==> src/rtl/adler32_stream_engine.sv <==
// Multi-byte-per-cycle Adler-32 engine with valid/ready on size, payload and checksum.
// Define ADLER_ABORT_EN to add the abort input (drops the message in DATA or DONE).
module adler32_stream_engine #(
    parameter int NBYTES = 4,
    parameter int SIZE_W = 32
) (
    input  logic                clk,
    input  logic                rst_n,
    input  logic                size_valid,
    input  logic [SIZE_W-1:0]   size,
    output logic                size_ready,
    input  logic                data_valid,
    input  logic [8*NBYTES-1:0] data,
    output logic                data_ready,
    output logic                checksum_valid,
    output logic [31:0]         checksum,
    input  logic                checksum_ready,
`ifdef ADLER_ABORT_EN
    input  logic                abort,
`endif
    output logic                busy
);

    localparam logic [16:0] MOD = 17'd65521;

    typedef enum logic [1:0] {
        S_IDLE,
        S_DATA,
        S_DONE
    } state_e;

    state_e              state_q, state_d;
    logic [15:0]         a_q, a_d;
    logic [15:0]         b_q, b_d;
    logic [SIZE_W-1:0]   remaining_q, remaining_d;
    logic                checksum_valid_q, checksum_valid_d;
    logic [31:0]         checksum_q, checksum_d;

    logic [3:0]          lane_cnt;
    logic [10:0]         sum_d;
    logic [11:0]         sum_w;
    logic [15:0]         a_beat;
    logic [15:0]         b_beat;

    // 2^16 = 15 (mod 65521): fold the upper bits back in, then one conditional subtract.
    // Inputs stay below 2^20, so the folded value is always below 2*MOD.
    function automatic logic [15:0] mod_fold(input logic [19:0] x);
        logic [16:0] t;
        t = 17'(x[15:0]) + 17'(x[19:16]) * 17'd15;
        if (t >= MOD) begin
            t = t - MOD;
        end
        return t[15:0];
    endfunction

    // Per-beat update: k valid lanes, lane i carries weight (k-i) into B.
    always_comb begin
        lane_cnt = (remaining_q >= SIZE_W'(NBYTES)) ? 4'(NBYTES) : remaining_q[3:0];
        sum_d    = '0;
        sum_w    = '0;
        for (int i = 0; i < NBYTES; i++) begin
            if (4'(i) < lane_cnt) begin
                sum_d = sum_d + 11'(data[8*i +: 8]);
                sum_w = sum_w + 12'(lane_cnt - 4'(i)) * 12'(data[8*i +: 8]);
            end
        end
        a_beat = mod_fold(20'(a_q) + 20'(sum_d));
        b_beat = mod_fold(20'(b_q) + 20'(lane_cnt) * 20'(a_q) + 20'(sum_w));
    end

    always_comb begin
        state_d          = state_q;
        a_d              = a_q;
        b_d              = b_q;
        remaining_d      = remaining_q;
        checksum_valid_d = checksum_valid_q;
        checksum_d       = checksum_q;
        size_ready       = 1'b0;
        data_ready       = 1'b0;

        case (state_q)
            S_IDLE: begin
                size_ready = 1'b1;
                a_d        = 16'd1;
                b_d        = 16'd0;
                if (size_valid) begin
                    if (size == '0) begin
                        state_d          = S_DONE;
                        checksum_valid_d = 1'b1;
                        checksum_d       = 32'h0000_0001;
                    end else begin
                        remaining_d = size;
                        state_d     = S_DATA;
                    end
                end
            end
            S_DATA: begin
                data_ready = 1'b1;
                if (data_valid) begin
                    a_d         = a_beat;
                    b_d         = b_beat;
                    remaining_d = remaining_q - SIZE_W'(lane_cnt);
                    if (remaining_q == SIZE_W'(lane_cnt)) begin
                        state_d          = S_DONE;
                        checksum_valid_d = 1'b1;
                        checksum_d       = {b_beat, a_beat};
                    end
                end
            end
            S_DONE: begin
                if (checksum_ready) begin
                    state_d          = S_IDLE;
                    checksum_valid_d = 1'b0;
                end
            end
            default: begin
                state_d = S_IDLE;
            end
        endcase

`ifdef ADLER_ABORT_EN
        // Abort overrides any same-cycle data or checksum handshake.
        if (abort && (state_q != S_IDLE)) begin
            state_d          = S_IDLE;
            a_d              = 16'd1;
            b_d              = 16'd0;
            remaining_d      = '0;
            checksum_valid_d = 1'b0;
        end
`endif
    end

    always_ff @(posedge clk) begin
        if (!rst_n) begin
            state_q          <= S_IDLE;
            a_q              <= 16'd1;
            b_q              <= 16'd0;
            remaining_q      <= '0;
            checksum_valid_q <= 1'b0;
            checksum_q       <= 32'h0000_0001;
        end else begin
            state_q          <= state_d;
            a_q              <= a_d;
            b_q              <= b_d;
            remaining_q      <= remaining_d;
            checksum_valid_q <= checksum_valid_d;
            checksum_q       <= checksum_d;
        end
    end

    assign checksum_valid = checksum_valid_q;
    assign checksum       = checksum_q;
    assign busy           = (state_q != S_IDLE);

endmodule
==> config.mk <==
export PLATFORM = sky130hd
export DESIGN_NAME = adler32_stream_engine
export DESIGN_NICKNAME = d
export VERILOG_FILES = /design/src/rtl/adler32_stream_engine.sv
export SDC_FILE = /design/constraint.sdc
export NUM_CORES = 1
export LEC_CHECK = 0
export CORE_ASPECT_RATIO = 1.75
export CORE_MARGIN = 2
export CORE_UTILIZATION = 23
export CTS_CLUSTER_DIAMETER = 120
export CTS_CLUSTER_SIZE = 12
export DETAILED_ROUTE_END_ITERATION = 8
export GPL_ROUTABILITY_DRIVEN = 0
export PLACE_DENSITY = 0.47
export SETUP_SLACK_MARGIN = 0.2
export SLEW_MARGIN = 20
export SYNTH_ARGS = -nofsm -noshare
export SYNTH_HDL_FRONTEND = slang
export SYNTH_SLANG_ARGS = --single-unit
export TNS_END_PERCENT = 50
==> constraint.sdc <==
create_clock -name clk -period 49.4 [get_ports clk]
set_input_delay 12.35 -clock clk [delete_from_list [all_inputs] [get_ports clk]]
set_output_delay 12.35 -clock clk [all_outputs]
set_load 0.05 [all_outputs]
# ---- After elaboration in Yosys (flattened, before gate mapping)
# Cells that the tools add are included.
dict set report totals {
  word_cells 94
  output_inout_bits 36
  input_bits 69
  register_bits 99
}
dict set report op_classes {
  magnitude_cmp 7
  n_eq_ne 9
  n_mux 38
  n_reduce_logical 10
  n_addsub 17
  mul 7
}
# op count
set op_table {}
lappend op_table {{2-to-1 mux 32 bit} 7}
lappend op_table {{one-hot mux 32 bit (2 select lines)} 2}
lappend op_table {{2-to-1 mux 16 bit} 4}
lappend op_table {{one-hot mux 16 bit (2 select lines)} 2}
lappend op_table {{2-to-1 mux 12 bit} 4}
lappend op_table {{adder 12 bit} 3}
lappend op_table {{multiplier 5 x 9 -> 12 bit} 3}
lappend op_table {{greater-or-equal comparator 17 x 16 -> 1 bit (second input constant)} 2}
lappend op_table {{adder 11 x 8 -> 11 bit} 3}
lappend op_table {{2-to-1 mux 11 bit} 3}
lappend op_table {{== test 32 x 4 -> 1 bit} 1}
lappend op_table {{greater-or-equal comparator 32 x 3 -> 1 bit (second input constant)} 1}
lappend op_table {{logical NOT 32 bit} 1}
lappend op_table {{subtractor 16 bit (second input constant)} 2}
lappend op_table {{subtractor 32 x 4 -> 32 bit} 1}
lappend op_table {{adder 16 x 20 -> 20 bit} 1}
lappend op_table {{adder 20 x 12 -> 20 bit} 1}
lappend op_table {{multiplier 4 x 16 -> 20 bit} 1}
lappend op_table {{adder 16 x 11 -> 17 bit} 1}
lappend op_table {{adder 16 x 5 -> 17 bit} 1}
lappend op_table {{adder 16 x 8 -> 17 bit} 1}
lappend op_table {{multiplier 4 x 8 -> 12 bit} 1}
lappend op_table {{inequality test 2 bit (second input constant)} 6}
lappend op_table {{2-to-1 mux 2 bit} 5}
lappend op_table {{20 further kinds} 31}

# ---- Logic depth before layout (Yosys ltp)
dict set report depth {
  word_depth 18
  depth_mapped 91
}

# ---- Least setup slack after synthesis
# OpenSTA, ideal clock, no wires.
dict set report synth_path {
  path_kind {input -> register}
  startpoint {in data[1]}
  endpoint {reg checksum_q[18] (netlist: checksum[18])}
  required_time_ns 49.283
  path_stages 77
  path_slack_ns 18.312
  t_arrival_ns 30.972
  path_buffers 1
  setup_time_ns 0.117
  path_cell_list {nand2_1 fa_1 inv_1 fa_1 fa_1 xor2_1 nand2_1 inv_1 fa_1 inv_1 fa_1 inv_1 fa_1 inv_1 fa_1 fa_1 mux2i_1 inv_1 (+41 left out) ha_1 fa_1 inv_1 fa_1 inv_1 ha_1 nor2b_1 o21ai_1 a211oi_1 or3_1 buf_1 or4_1 a21o_1 a221o_1 o31ai_4 nand2_1 xor2_1 a22o_1}
}
dict set report synth_between {
  elab_chain_cells 16
  word_cells_on_any_way 17
}
# element line
set synth_lines {}
lappend synth_lines {{start: declaration} 13} ;# input logic [8*NBYTES-1:0] data,
lappend synth_lines {{multiplier 4 x 8 -> 12 bit (*)} 64} ;# sum_w = sum_w + 12'(lane_cnt - 4'(i)) * 12'(data[8*i +: 8]);
lappend synth_lines {{2-to-1 mux 12 bit (*)} 62} ;# if (4'(i) < lane_cnt) begin
lappend synth_lines {{adder 12 bit} 64}
lappend synth_lines {{2-to-1 mux 12 bit (*)} 62}
lappend synth_lines {{adder 12 bit} 64}
lappend synth_lines {{2-to-1 mux 12 bit (*)} 62}
lappend synth_lines {{adder 12 bit} 64}
lappend synth_lines {{2-to-1 mux 12 bit (*)} 62}
lappend synth_lines {{adder 20 x 12 -> 20 bit (*)} 68} ;# b_beat = mod_fold(20'(b_q) + 20'(lane_cnt) * 20'(a_q) + 20'(sum_w));
lappend synth_lines {{multiplier 4 x 4 -> 8 bit} 49} ;# t = 17'(x[15:0]) + 17'(x[19:16]) * 17'd15;
lappend synth_lines {{adder 16 x 8 -> 17 bit (*)} 49}
lappend synth_lines {{subtractor 16 bit / greater-or-equal comparator 17 x 16 -> 1 bit (equally long branches)} {51, 50}}
lappend synth_lines {{2-to-1 mux 16 bit (*)} 50} ;# if (t >= MOD) begin
lappend synth_lines {{2-to-1 mux 32 bit (*)} 103} ;# if (remaining_q == SIZE_W'(lane_cnt)) begin
lappend synth_lines {{2-to-1 mux 32 bit (*)} 99} ;# if (data_valid) begin
lappend synth_lines {{one-hot mux 32 bit (2 select lines) (*)} 81} ;# case (state_q)
lappend synth_lines {{end signal: assignment} 147} ;# checksum_q <= checksum_d;
lappend synth_lines {{end: declaration} 37} ;# logic [31:0] checksum_q, checksum_d;
# Every way passes the cells marked *; elsewhere a longest branch is shown, timed or not. The select of a mux whose other input is x is not followed.
# A chain may end at the register's enable or synchronous reset.

# ---- Worst setup path in the final report
dict set report layout_path {
  startpoint {in data[1]}
  endpoint {reg b_q[9]}
}
dict set report layout_between {
  elab_chain_cells 15
  word_cells_on_any_way 16
}
# element line
set layout_lines {}
lappend layout_lines {{multiplier 4 x 8 -> 12 bit (*)} 64}
lappend layout_lines {{2-to-1 mux 12 bit (*)} 62}
lappend layout_lines {{adder 12 bit} 64}
lappend layout_lines {{2-to-1 mux 12 bit (*)} 62}
lappend layout_lines {{adder 12 bit} 64}
lappend layout_lines {{2-to-1 mux 12 bit (*)} 62}
lappend layout_lines {{adder 12 bit} 64}
lappend layout_lines {{2-to-1 mux 12 bit (*)} 62}
lappend layout_lines {{adder 20 x 12 -> 20 bit (*)} 68}
lappend layout_lines {{multiplier 4 x 4 -> 8 bit} 49}
lappend layout_lines {{adder 16 x 8 -> 17 bit (*)} 49}
lappend layout_lines {{subtractor 16 bit / greater-or-equal comparator 17 x 16 -> 1 bit (equally long branches)} {51, 50}}
lappend layout_lines {{2-to-1 mux 16 bit (*)} 50}
lappend layout_lines {{2-to-1 mux 16 bit (*)} 99}
lappend layout_lines {{one-hot mux 16 bit (2 select lines) (*)} 81}
lappend layout_lines {{end signal: assignment} 137} ;# b_q <= 16'd0;
lappend layout_lines {{end signal: assignment} 144} ;# b_q <= b_d;
lappend layout_lines {{end: declaration} 34} ;# logic [15:0] b_q, b_d;
# Marked as above.

==> flow_summary.json <==
{
  "clockBufferDepth": 2,
  "slowest_delay_ns": 0.57,
  "postCtsSetupRepairBufs": 0,
  "ys_async_sr_fraction": 0,
  "die_w_um": 204,
  "cp_slowest_cell": "o31ai_4",
  "report.final.slew_viol_count": 0,
  "clk_latency_ns": 0.39,
  "synthTopCellsByArea": "fa_1 (21%), ha_1 (15%), dfxtp_1 (12%)",
  "placementRows": 128,
  "cts_resized": 0,
  "synth_simple_gate_area_frac": 0.195,
  "fin_nets": 2522,
  "die_h_um": 354,
  "end_kind": "register",
  "synthMuxAreaShare": 0.0212,
  "io_pins": 105,
  "grt_setup_unrepaired": "no",
  "synth_area_leader_cell": "fa_1",
  "diodes": 0,
  "ant_nets": 0,
  "cts_made_buffers": 9,
  "start_util": 0.232,
  "worst_pin_slew_ns": 0.998,
  "synth_cells": 1999,
  "nFillCells": 7664,
  "clk_pin_slew_worst_paths_ns": 0.07,
  "criticalPathCategory": "input port to register",
  "period_share": 0.664,
  "synth_cell_types": 79,
  "skew_ns": 0.0195,
  "path_buf_inv": 14,
  "setup_violations": 0,
  "synthAdderAreaFrac": 0.355,
  "yosysMostFrequentCell": "inv_1",
  "final_core_utilization": 0.268,
  "cts_tree": "yes",
  "htreeDepth": 3,
  "globalRouteOverflowTotal": 0,
  "ys_seq_area_frac": 0.123,
  "hold_viol_final": 0,
  "avgRoutedWirePerCell_um": 17.7,
  "start_kind": "input port",
  "synth_top_family_by_area": "adder cells",
  "crit_fanout": 10,
  "crit_path_frequent_cell": "fa_1",
  "slew_headroom": 0.335,
  "ys_seq_elements": 99,
  "drv_cap": 0,
  "vias": 14179,
  "syn-cell-area_um2": 16100,
  "placed_area_um2": 18300,
  "area_delta_synth_final_pct": 15.4,
  "layout-drive-gt1-share": 0.0481,
  "grt_pass1_wl_mm": 83.9,
  "path_delay_family": "adder cells",
  "design_area_um2": 18600,
  "synthFlopType": "dfxtp_1",
  "synth_compound_area_frac": 0.164,
  "fin_crit_ns": 32.81,
  "worstPathRequired_ns": 49.72,
  "fmax_mhz": 30.5,
  "ys_top_cells_by_count": "inv_1 (251), nand2_1 (225), ha_1 (190), fa_1 (167), nor2_1 (142)",
  "die_area_um2": 72300,
  "tns_ns": 0,
  "antenna_found_initial": 0,
  "root_buffer": "clkbuf_16",
  "hold_class": "register to register",
  "drt-initial-drc-count": 473,
  "synth_edf_count": 0,
  "synth.top_cell.area_share": 0.208,
  "cts.sink_count": 99,
  "post-dp-hpwl_mm": 44.9,
  "port_buffers": 104,
  "synth_xor_area_frac": 0.0672,
  "grt_max_degree": 50,
  "routed_wl_mm": 53.3,
  "ys_warn_count": 0,
  "syn_area_per_cell_um2": 8.06,
  "cts_hold_buffers": 0,
  "drt_pass1_iterations": 5,
  "grt_pass1_vias": 14974,
  "status": "finished, final reports clean",
  "drc": 0,
  "grt_use_total": 0.150,
  "cp_data_arrival_time_ns": 33.13,
  "vias_per_cell": 4.71,
  "core_um2": 69500
}
==> registers in the layout, indices dropped and copies added, names as in the netlist <==
name,count
checksum,32
remaining_q,32
a_q,16
b_q,16
state_q,2
checksum_valid,1
==> cells in the final DEF (no fill, tap or decap), drive strengths merged, types with 14 or more instances in the layout <==
master	count
a21o	33
a21oi	127
a22o	18
a31oi	14
and2	47
and3	33
buf	19
clkdlybuf4s50	104
conb	26
dfxtp	99
fa	167
ha	190
inv	255
mux2	17
mux2i	15
nand2	227
nand2b	23
nand3	25
nor2	142
nor2b	39
nor3	25
nor4	16
o21ai	118
or2	26
xnor2	86
xor2	35
==> worst paths after layout <==
check / startpoint / to / slack (ns) / cells after the start
hold / removal: checksum[23] / checksum[23] / 0.46 / 2
setup reg to reg: remaining_q[19] / b_q[9] / 25.85 / 83
hold reg to reg: checksum[23] / checksum[23] / 0.46 / 2
setup / recovery: data[1] / b_q[9] / 16.59 / 76
==> cell type report <==
class                   instances  area [um2]  share of cell area
inverters                     254         953              0.0513
well taps                     910        1140              0.0612
clock inverters                 7        72.6             0.00390
flip-flops and latches         99        1980               0.107
repair buffers                123        1180              0.0637
clock buffers                   9         225              0.0121
multi-input cells            1609       13000               0.701
==> per-stage QoR <==
| step | setup slack (ns) | instances | hold WS, ns |
|---|---|---|---|
| 4_1_cts | 16.54 | 3011 | 0.468 |
| 3_3_place_gp | 16.50 | 2995 | 0.444 |
| 6_report | 16.59 | 3011 | 0.461 |
| 3_5_place_dp | 16.21 | 2995 | 0.452 |
| 5_1_grt | 15.31 | 3011 | 0.483 |
| 2_1_floorplan | 18.31 | 2023 | 0.425 |
==> worst register-to-register path: cells and delay by family (launching register included) <==
kind                       cells  cell delay (ns)
AOI/OAI and AO/OA             17             3.78
xor gates and xnor gates       5             1.19
adders and majority gates     26            12.03
buffers and inverters         15             1.61
DFF                            1             0.36
muxes                          1             0.30
and+or+nand+nor               19             4.25
==> routing by layer <==
layer,wire length (um),track usage,part of all wire,up-vias
li1,-,-,-,6867
met1,19500,0.154,0.37,6964
met2,29400,0.295,0.55,258
met3,1530,0.0149,0.029,90
met4,2790,0.0729,0.052,0
met5,0,0,0,-
==> logic make-up after synthesis <==
family / Yosys count
other: 2
XOR/XNOR: 122
AO/OA/AOI/OAI: 421
adder cells (fa/ha/maj): 357
AND/OR/NAND/NOR: 651
flip-flops: 99
buffers and inverters: 315
multiplexers: 32
Power is left out: the tool's default activity adds up to more than one toggle a clock period on the data nets, which glitch-free logic cannot reach.
